### config.mk
export PLATFORM = sky130hd
export DESIGN_NAME = pipe_stall_ctrl
export DESIGN_NICKNAME = d
export VERILOG_FILES = /design/src/rtl/pipe_stall_ctrl.sv
export SDC_FILE = /design/constraint.sdc
export NUM_CORES = 1
export LEC_CHECK = 0
export CAP_MARGIN = 40
export CELL_PAD_IN_SITES_DETAIL_PLACEMENT = 1
export CELL_PAD_IN_SITES_GLOBAL_PLACEMENT = 1
export CORE_ASPECT_RATIO = 1.25
export CORE_MARGIN = 2
export CORE_UTILIZATION = 29
export DETAILED_ROUTE_END_ITERATION = 7
export GPL_TIMING_DRIVEN = 0
export PLACE_DENSITY = 0.84
export SETUP_SLACK_MARGIN = 0.4
export SLEW_MARGIN = 20
export SYNTH_ARGS = -nofsm -noshare
export SYNTH_HDL_FRONTEND = slang
export SYNTH_SLANG_ARGS = --single-unit
### constraint.sdc
create_clock -name clk -period 4.4 [get_ports clk]
set_clock_uncertainty 0.15 [all_clocks]
set_input_delay 0.66 -clock clk [delete_from_list [all_inputs] [get_ports clk]]
set_output_delay 0.66 -clock clk [all_outputs]
set_load 0.02 [all_outputs]
### src/rtl/pipe_stall_ctrl.sv
// Hazard/stall controller: RAW (Tuse/Tnew) hazards against E and M plus HI/LO unit occupancy.
// Optional stall-cycle counter enabled by defining PIPE_STALL_CNT_EN.
module pipe_stall_ctrl #(
   parameter int unsigned MULT_CYCLES = 5,
   parameter int unsigned DIV_CYCLES  = 10,
   parameter int unsigned CNT_W       = 4
) (
   input  logic             clk,
   input  logic             reset,
   input  logic [4:0]       d_rs,
   input  logic [4:0]       d_rt,
   input  logic [1:0]       d_tuse_rs,
   input  logic [1:0]       d_tuse_rt,
   input  logic             d_md_use,
   input  logic [4:0]       e_wa,
   input  logic [1:0]       e_tnew,
   input  logic             e_md_start,
   input  logic             e_md_div,
   output logic             stall,
   output logic             pc_en,
   output logic             fd_en,
   output logic             md_busy,
   output logic [1:0]       md_state,
   output logic [CNT_W-1:0] busy_cnt,
   output logic [31:0]      stall_count
);

   typedef enum logic [1:0] {
      StIdle    = 2'd0,
      StMulBusy = 2'd1,
      StDivBusy = 2'd2
   } md_state_e;

   md_state_e        state_q, state_d;
   logic [CNT_W-1:0] cnt_q, cnt_d;
   logic [4:0]       m_wa_q;
   logic [1:0]       m_tnew_q, m_tnew_d;
   logic             haz_e, haz_m, haz_md;

   // E->M never stalls, so the M tracker simply follows E every cycle.
   assign m_tnew_d = (e_tnew == 2'd0) ? 2'd0 : e_tnew - 2'd1;

   always_ff @(posedge clk or negedge reset) begin
      if (!reset) begin
         m_wa_q   <= 5'd0;
         m_tnew_q <= 2'd0;
      end else begin
         m_wa_q   <= e_wa;
         m_tnew_q <= m_tnew_d;
      end
   end

   always_ff @(posedge clk or negedge reset) begin
      if (!reset) begin
         state_q <= StIdle;
         cnt_q   <= '0;
      end else begin
         state_q <= state_d;
         cnt_q   <= cnt_d;
      end
   end

   always_comb begin
      state_d = state_q;
      cnt_d   = cnt_q;
      unique case (state_q)
         StIdle: begin
            if (e_md_start) begin
               if (e_md_div) begin
                  state_d = StDivBusy;
                  cnt_d   = CNT_W'(DIV_CYCLES);
               end else begin
                  state_d = StMulBusy;
                  cnt_d   = CNT_W'(MULT_CYCLES);
               end
            end
         end
         StMulBusy, StDivBusy: begin
            // A start while busy is a protocol error and is ignored.
            if (cnt_q == CNT_W'(1)) begin
               state_d = StIdle;
               cnt_d   = '0;
            end else begin
               cnt_d = cnt_q - CNT_W'(1);
            end
         end
         default: begin
            state_d = StIdle;
            cnt_d   = '0;
         end
      endcase
   end

   always_comb begin
      haz_e = ((d_rs == e_wa) && (e_wa != 5'd0) && (d_tuse_rs < e_tnew)) ||
              ((d_rt == e_wa) && (e_wa != 5'd0) && (d_tuse_rt < e_tnew));
      haz_m = ((d_rs == m_wa_q) && (m_wa_q != 5'd0) && (d_tuse_rs < m_tnew_q)) ||
              ((d_rt == m_wa_q) && (m_wa_q != 5'd0) && (d_tuse_rt < m_tnew_q));
   end

   // The start cycle itself already counts as busy.
   assign md_busy  = e_md_start | (state_q != StIdle);
   assign haz_md   = d_md_use & md_busy;
   assign stall    = haz_e | haz_m | haz_md;
   assign pc_en    = ~stall;
   assign fd_en    = ~stall;
   assign md_state = state_q;
   assign busy_cnt = cnt_q;

`ifdef PIPE_STALL_CNT_EN
   logic [31:0] stall_cnt_q;

   always_ff @(posedge clk or negedge reset) begin
      if (!reset) begin
         stall_cnt_q <= 32'd0;
      end else if (stall) begin
         stall_cnt_q <= stall_cnt_q + 32'd1;
      end
   end

   assign stall_count = stall_cnt_q;
`else
   assign stall_count = 32'h0000_0000;
`endif

endmodule

======== After elaboration in Yosys (flattened, before gate mapping) ========
Cells that the tools add are included.
word-level totals
  bits in registers ....................... 13
  bits of input ports ..................... 26
  output and inout port bits .............. 42
  logic and storage cells ................. 50
operators by class
  add/subtract/negate cells ............... 2
  order comparisons ....................... 4
  eq/ne operators ......................... 9
  multiplexer cells ....................... 9
  bitwise gates (word level) .............. 5
  reduce and logical (&&, ||, !) cells .... 17
operator list
  cell                                                                count
  5-bit == test                                                       4
  4-bit 2-to-1 mux                                                    3
  5-bit nonzero test                                                  2
  1-bit logical AND                                                   8
  2-bit less-than comparator                                          4
  2-bit 2-to-1 mux                                                    4
  4-bit one-hot mux with 2 select lines                               1
  4-bit by 1-bit == test with 1-bit output, second input constant     1
  2-bit zero test                                                     2
  2-bit != test, second input constant                                2
  2-bit one-hot mux with 2 select lines                               1
  4-bit by 1-bit subtractor with 4-bit output, second input constant  1
  1-bit bitwise OR                                                    3
  2-bit by 1-bit == test with 1-bit output, second input constant     1
  2-bit == test, second input constant                                1
  1-bit logical OR                                                    2
  2-bit AND reduction                                                 1
  2-bit nonzero test                                                  1
  2-bit OR reduction                                                  1
  2-bit by 1-bit subtractor with 2-bit output, second input constant  1
  1-bit bitwise AND                                                   1
  1-bit inverter                                                      1

======== Logic depth before layout (Yosys ltp) ========
Gate-level depths: netlist (run 1).
  depth in word-level cells ............... 7
  mapped depth ............................ 7
  gate-level depth less buffers ........... 7

======== Least setup slack after synthesis (run 1) ========
OpenSTA, ideal clock, no wires.
  kind .................................... input port to output port
  start point ............................. input port e_wa[1]
  end point ............................... output port pc_en
  arrival time ............................ 2192 ps
  data required time ...................... 3590 ps
  setup slack ............................. 1398 ps
  cell stages on the path ................. 5
  buffers on the path ..................... 1
  path through ............................ or4_1 nor2_1 a21oi_1 a211oi_1 buf_4
between the ends
  cells in the longest elaborated chain, start to end .. 7
  elaborated cells on any way between the ends .. 11
  those cells by class .................... eq/ne: 2; bitwise: 3; reduce/logical: 6
ends and longest elaborated chain
  element                                            RTL line  source
  start: declaration                                 15        input logic [4:0] e_wa,
  5-bit == test (tied with other cells)              95        haz_e = ((d_rs == e_wa) && (e_wa != 5'd0) && (d_tuse_rs < e_tnew)) ||
  1-bit logical AND (on tied branches) (2 in a row)  95, 96
  1-bit logical OR (*)                               95
  1-bit bitwise OR (*) (2 in a row)                  104       assign stall = haz_e | haz_m | haz_md;
  1-bit inverter (*)                                 --
  end: declaration                                   20        output logic pc_en,
Every way passes the cells marked *; elsewhere a longest branch is shown, timed or not.

======== Final worst setup path (run 1) ========
  start point ............................. input port e_tnew[1]
  end point ............................... output port pc_en
between the ends
  cells in the longest elaborated chain, start to end .. 6
  elaborated cells on any way between the ends .. 8
  those cells by class .................... order compare: 2; bitwise: 3; reduce/logical: 3
ends and longest elaborated chain
  element                                        RTL line  source
  start: declaration                             16        input logic [1:0] e_tnew,
  2-bit less-than comparator (on tied branches)  95, 96
  1-bit logical AND (on tied branches)           95, 96
  1-bit logical OR (*)                           95
  1-bit bitwise OR (*) (2 in a row)              104
  1-bit inverter (*)                             105       assign pc_en = ~stall;
Marked as above.

==> results.txt, run 1 <==
After the flow finishes, the layout carries non-filler instances totaling 258. In this run the worst path has a maximum fanout of 3. The die area is 0.00462 sq mm. The worst path needs 3830 ps of the cycle, external delays included.

Entering global routing, the biggest net connects 14 pins. The run gives 3020 ps as the data arrival time of the worst path. In this design, the critical path's most frequently occurring cell is clkdlybuf4s50_1.

In this run the worst hold path is classified as reg2reg. Remaining routing DRC violations: 0. The detailed router finished its first iteration with 27 violations. Buffers placed on the I/O ports in this run total 35. The worst setup path is of the in2out kind. Number of setup violations in the final report: 0. Worst slack on hold paths: 428 ps. On the critical path, the stage with the largest delay is an instance of clkdlybuf4s50_1.

The logs give 0.273 for the global routing usage on met2 and 261 MHz for the top achievable clock speed. The number of vias in the routed layout was 1,066; the die width was 61.2 um. STA classifies the critical path startpoint as an input port. The tools report the portion of the post-synthesis area used by sequential elements as 0.274.

The run gives 254 as the total placed cells including tap cells. Summed over all layers, the global routing overflow is 0. Wires add up to 3.15 mm. For the reg2reg setup slack, the log shows 2370 ps. The area occupied by multi-input gates is 708 sq um. Worst reg2reg path startpoint: busy_cnt[1]. The tools report the launch instance of the worst min-delay path as md_state[0].

The remaining max-slew budget at the tightest pin came out at 0.608. The transition time at the pin with the least slew margin is 586 ps, and the endpoint required time on the critical path is 3590 ps. CTS saw 13 sinks. Synthesis instantiated 29 different standard cells from the library.

The share of async-settable or async-resettable flops after synthesis was 1.00; the count of cells along the worst register-to-register path was 6. Clock tree synthesis selected as its root buffer the cell clkbuf_8. The average instance in the mapped netlist occupies 8.99 sq um. Via count of the first global-routing pass: 1,142. The critical path ends at pc_en.

The post-synthesis sequential element count is 13, and the number of slew-limit violations in the final report is 0. The run gives 0 as the initial antenna violation count. The global-route wire length before repair was 4.97 mm; the routed length per placed instance was 12.2 um. Yosys mapped a number of flops with a built-in enable equal to 0. The net count reported at finish was 237; the final antenna-violating net count was 0.

After clock tree synthesis, the clock-pin slew on the worst setup and hold paths is 50 ps. The flow ran to the end, and the final reports show no timing, DRC or antenna violations. The growth of design area from synthesis to finish was 50.4%; the mean number of vias per cell was 4.13. The number of buffers inserted during clock tree synthesis is 3. Commonest register cell after synthesis: dfrtp_1. The share of final-layout standard cells stronger than drive strength 1 was 0.198. Launching element of the worst setup path: e_tnew[1].

The first detailed-routing pass ran for 4 iterations. Critical path capture point type: an output pin. The share of the core filled with cells in the final layout was 0.446. The tools report the capture point of the worst reg-to-reg path as md_state[0].

The tools report the max-capacitance violation count as 0. The portion of the clock cycle consumed by the worst path in the final layout is 0.871. Top-level I/O count: 68. The die is 75.5 um tall.

For the worst-skew pair, the clock arrives at the later sink with an insertion delay of 240 ps. The cell area power density is 387 mW/mm^2. For the maximum level of the CTS H-tree, the log shows 1. Met1 track utilization from global routing: 0.157. The run gives 0.857 nW as the leakage power total.

The critical path goes through clkdlybuf4s50_1 > inv_1 > ha_1 > a2111oi_4 > nand4_1 > a21oi_2 > a211oi_1 > buf_4 > clkdlybuf4s50_1. The final HPWL from detailed placement was 2.70 mm. For the effective utilization at floorplan, the log shows 0.296. The run gives 132 as the cell count after synthesis. The run gives 0.00119 sq mm as the netlist area before placement.

The placeable core region is 0.00400 sq mm. Setup repair after global routing left no endpoint under its margin. The number of antenna diodes in the final layout is 0. The met3 track utilization from global routing was 0.0170. The most heavily used metal layer in global routing is met2. TritonCTS built the clock tree. Summing all flip-flop and latch instances after layout gives 325 sq um. In the final timing run, aggregate negative setup slack is 0 ps.

In this run the core area contains 26 standard-cell rows. Clock tree buffer depth: 2. The worst IR drop on VDD is 0.000203 V, and the global router's overall resource usage is 0.146. The number of failing hold endpoints at the final stage is 0. The delay of the slowest cell on the worst path came out at 520 ps. Number of synthesis warnings: 0. At the end of routability-driven placement, the weighted congestion stood at 0.882.

The layout has 496 filler cells.
power by group:
group	switching, mW	internal (mW)	leakage, nW
registers	0.0320	0.150	0.159
clock network	0.0401	0.0638	0.0228
logic	0.215	0.191	0.675
through the flow:
step	worst slack [ps]	instance area [sq um]	power (mW)
2_1_floorplan	1400	1300	0.433
3_3_place_gp	507	1720	0.572
3_5_place_dp	476	1720	0.588
4_1_cts	468	1770	0.698
5_1_grt	417	1780	0.748
6_report	567	1780	0.691
routing by layer:
metal,vias to the layer above,share of wire
li1,517,-
met1,496,0.37
met2,47,0.53
met3,6,0.068
met4,0,0.023
met5,-,0
synth_stat cells (2+ instances only):
master | count | area, sq um
and2_1 | 2 | 12.5
or4_1 | 2 | 15.0
ha_1 | 8 | 100
nand4_1 | 3 | 18.8
a21oi_1 | 3 | 15.0
xnor2_1 | 9 | 78.8
o21ai_0 | 8 | 40.0
nor3_1 | 3 | 15.0
xor2_1 | 12 | 105
nor2_1 | 6 | 22.5
nand2_1 | 2 | 7.51
a2111oi_2 | 2 | 30.0
nor4_1 | 2 | 12.5
inv_1 | 10 | 37.5
dfrtp_1 | 13 | 325
nand2b_1 | 2 | 12.5
buf_4 | 33 | 248
kinds of logic after synthesis:
group / after synthesis / synth area share
XOR/XNOR: 21 / 0.155
adder cells (fa/ha/maj): 8 / 0.0844
other: 1 / 0.00316
multiplexers: 2 / 0.0179
AO/OA/AOI/OAI: 18 / 0.104
flip-flops: 13 / 0.274
AND/OR/NAND/NOR: 26 / 0.120
buffers and inverters: 43 / 0.241
final cells by class:
type,count,area share
Timing Repair Buffer,35,0.196
Buffer,33,0.139
Inverter,10,0.0210
Multi-Input combinational cell,107,0.397
Clock buffer,4,0.0252
Sequential cell,13,0.182
Tap cell,56,0.0393
flip-flops by register name (all words and copies together) (netlist names):
signal and count:
md_state 2, busy_cnt 4, m_tnew_q 2, m_wa_q 5
worst max-delay path, delay by kind of cell:
family                   cells  cell delay (ps)
buffers and inverters        4             1220
AO/OA/AOI/OAI                3              630
adder cells (fa/ha/maj)      1              320
AND/OR/NAND/NOR              1              190
layout by cell type, fill, tap and decap left out, drive strengths merged:
master          n
nor2            6
a211oi          1
buf            33
nor2b           1
and2b           1
dfrtp          13
a21oi           3
nand4           3
nand3           1
a211o           1
nor4            2
mux2i           1
xnor2           9
mux2            1
and2            2
nor3            3
clkdlybuf4s50  35
or4             2
nand2b          2
a2111oi         2
nand2           2
o31ai           1
inv            10
o22ai           1
o21ai           8
clkbuf          4
nor3b           1
a22o            1
xor2           12
ha              8
conb           32
worst min-delay path by stage:
stage | cells after the start | to | slack, ps
finish | 1 | md_state[0] | 430
global route | 1 | md_state[0] | 460
CTS | 1 | md_state[0] | 440
detailed placement | 1 | md_state[0] | 420
global placement | 1 | md_state[0] | 410
floorplan | 0 | busy_cnt[0] | 210
repair_timing:
| item | in CTS | in global routing |
|---|---|---|
| hold buffers | 0 | 0 |
| buffers inserted | 0 | 0 |
| endpoints found under the setup margin | 0 | 2 |
| gates resized for setup | 0 | 2 |
(Power assumes the default switching activity.)
==> run 2, diff against run 1 <==
==> constraint.sdc (replaced) <==
create_clock -name clk -period 4.4 [get_ports clk]
set_clock_uncertainty 0.15 [all_clocks]
set_input_delay 0.44 -clock clk [delete_from_list [all_inputs] [get_ports clk]]
set_output_delay 0.44 -clock clk [all_outputs]
set_load 0.02 [all_outputs]
==> results.txt, run 2 (synthesis gave the netlist of run 1 again) <==
Cell area power density: 390 mW/mm^2 (+0.57%). The total placed cells including tap cells came out at 254 (unchanged). The run gives 26 (unchanged) as the number of rows in the core area. Leaving out fill and tap cells, the most frequent cells in the layout are 35 x clkdlybuf4s50_1, 33 x buf_4, 32 x conb_1, 13 x dfrtp_1, 12 x xor2_1. The count of hold-fix buffers inserted at cts was 0 (unchanged); the number of buffers inserted during clock tree synthesis was 3 (unchanged). Clock-pin slew on the worst setup and hold paths: 50 ps (about the same). The via count of the first global-routing pass was 1,142 (unchanged).

The share of final-layout standard cells stronger than drive strength 1 was 0.193 (-0.00495); the number of vias in the routed layout was 1,067 (+0.094%). The routed length per placed instance is 12.2 um (-0.35%), and the post-detailed-routing wire length is 3.14 mm (-0.35%). The tools report the effective utilization at floorplan as 0.296 (unchanged). The number of setup buffers added after CTS was 0 (unchanged); the initial antenna violation count was 0 (unchanged). For the number of antenna repair diodes, the log shows 0 (unchanged). TritonCTS built the clock tree. The tools report the worst path setup slack after routing as 950 ps (+384 ps).

The signal on the critical path passes through clkdlybuf4s50_1 > inv_1 > ha_1 > a2111oi_2 > nand4_1 > a21oi_1 > a211oi_1 > buf_4 > clkdlybuf4s50_1. Highest net fanout along the worst path: 3 (unchanged). The number of setup violations in the final report was 0 (unchanged).

The logs give 2860 ps (-160 ps) for the data arrival time of the worst path and 240 ps (about the same) for the clock latency at the later pin of the worst-skew pair. The portion of the clock cycle consumed by the worst path in the final layout works out to 0.784 (-0.0872). The flip-flop count of the largest register after layout came out at 5 (unchanged). Setup repair after global routing left no endpoint under its margin. The number of clock sinks seen by CTS was 13 (unchanged). The worst IR drop on VDD was 0.000203 V (about the same); the die width was 61.2 um (unchanged). The global router's overall resource usage came out at 0.146 (unchanged).

The flow ran to the end, and the final reports show no timing, DRC or antenna violations. The tools report the remaining max-slew budget at the tightest pin as 0.607 (-0.000710). The largest net degree at the start of global routing came out at 14 (unchanged). The count of buffers from port buffering came out at 35 (unchanged). Total overflow reported by the global router: 0 (unchanged).

Clock tree synthesis selected as its root buffer the cell clkbuf_8. The worst setup timing slack at the placement stage came out at 916 ps (+440 ps). The placeable core region was 0.00400 sq mm (unchanged); the number of cells in the finished layout apart from fillers was 258 (unchanged). The worst setup path is of the in2out kind. The run gives 0 (unchanged) as the number of slew-limit violations in the final report.

For the leakage power total, the log shows 0.856 nW (about the same). The logs give 4 (unchanged) for the iteration count of the initial detailed-routing pass and 237 (unchanged) for the net count reported at finish. The delay of the slowest cell on the worst path came out at 520 ps (about the same). The cell that appears most often on the critical path is clkdlybuf4s50_1. The number of failing hold endpoints at the final stage is 0 (unchanged).

Die area: 0.00462 sq mm (unchanged). The master of the slowest instance on the critical path was clkdlybuf4s50_1. For the total power draw, the log shows 689 uW (-0.35%). For the clock tree buffer depth, the log shows 2 (unchanged). The run gives 17 (-37%) as the iteration-0 DRC count of the detailed router. Shortest period the worst path allows: 3450 ps (-384 ps). The top-level I/O count was 68 (unchanged). For the top achievable clock speed, the log shows 290 MHz (+11%). Final antenna-violating net count: 0 (unchanged). The logs give 0 (unchanged) for the post-cts gate resize count and 0 ps (unchanged) for the sum of negative setup slack. Max-capacitance violation count: 0 (unchanged).

Final HPWL from detailed placement: 2.70 mm (unchanged). Register ranked first by flip-flop count: m_wa_q. The mean number of vias per cell is 4.14 (about the same). For the remaining routing DRC violations, the log shows 0 (unchanged). The transition time at the pin with the least slew margin was 587 ps (+1.06 ps); the maximum level of the CTS H-tree was 1 (unchanged).

The library cell used most frequently in the layout, excluding fill and tap cells, is clkdlybuf4s50_1. The worst hold path class was in2async. The worst setup path is captured at an output pin. The endpoint required time on the critical path is 3810 ps (+220 ps). The growth of design area from synthesis to finish was 49.1%; the worst slack on hold paths was 425 ps (-2.58 ps). The height of the die was 75.5 um (unchanged); the global-route wire length before repair was 4.97 mm (unchanged). The worst setup path is launched from an input port. Routability congestion estimate from global placement: 0.882 (unchanged).
[run 2: cell counts in the layout (fill, tap and decap cells not counted)]
Identical to the previous run, type by type.
[run 2: report_power, final]
part / switching, mW / internal (mW) / leakage, nW / total (mW)
Combinational: 0.213 / 0.190 / 0.674 / 0.403
Sequential: 0.0320 / 0.150 / 0.159 / 0.182
Clock: 0.0401 / 0.0638 / 0.0228 / 0.104
[run 2: final timing paths]
check	start	endpoint	slack (ps)	cells after the start
setup reg to reg	busy_cnt[1]	md_state[0]	2370	6
hold / removal	reset	md_state[1]	430	1
setup / recovery	e_tnew[1]	pc_en	950	9
hold reg to reg	md_state[0]	md_state[0]	430	1
min in group clk	md_state[0]	md_state[0]	430	1
max in group asynchronous	reset	busy_cnt[2]	3290	1
[run 2: through the flow]
step,instance area [sq um],util
detailed placement,1720,0.431
global route,1770,0.442
CTS,1770,0.442
finish,1770,0.442
global placement,1720,0.431
floorplan,1300,-
[run 2: worst max-delay path, delay by kind of cell]
| family | cells | cell delay (ps) |
|---|---|---|
| adders and majority gates | 1 | 290 |
| and+or+nand+nor | 1 | 180 |
| buffers and inverters | 4 | 1220 |
| AOI/OAI and AO/OA | 3 | 720 |
[run 2: layout make-up]
| cell class | count | area (sq um) |
|---|---|---|
| Inverter | 10 | 37.5 |
| Clock buffer | 4 | 45.0 |
| Tap cell | 56 | 70.1 |
| Fill cell | 496 | 2230 |
| Multi-Input combinational cell | 107 | 692 |
| Buffer | 33 | 248 |
| Sequential cell | 13 | 325 |
| Timing Repair Buffer | 35 | 350 |
[run 2: layer usage]
layer  wire (um)  global-route usage
met2        1670               0.273
met1        1190               0.157
met3         203              0.0170
met5           0                   0
met4          73              0.0749
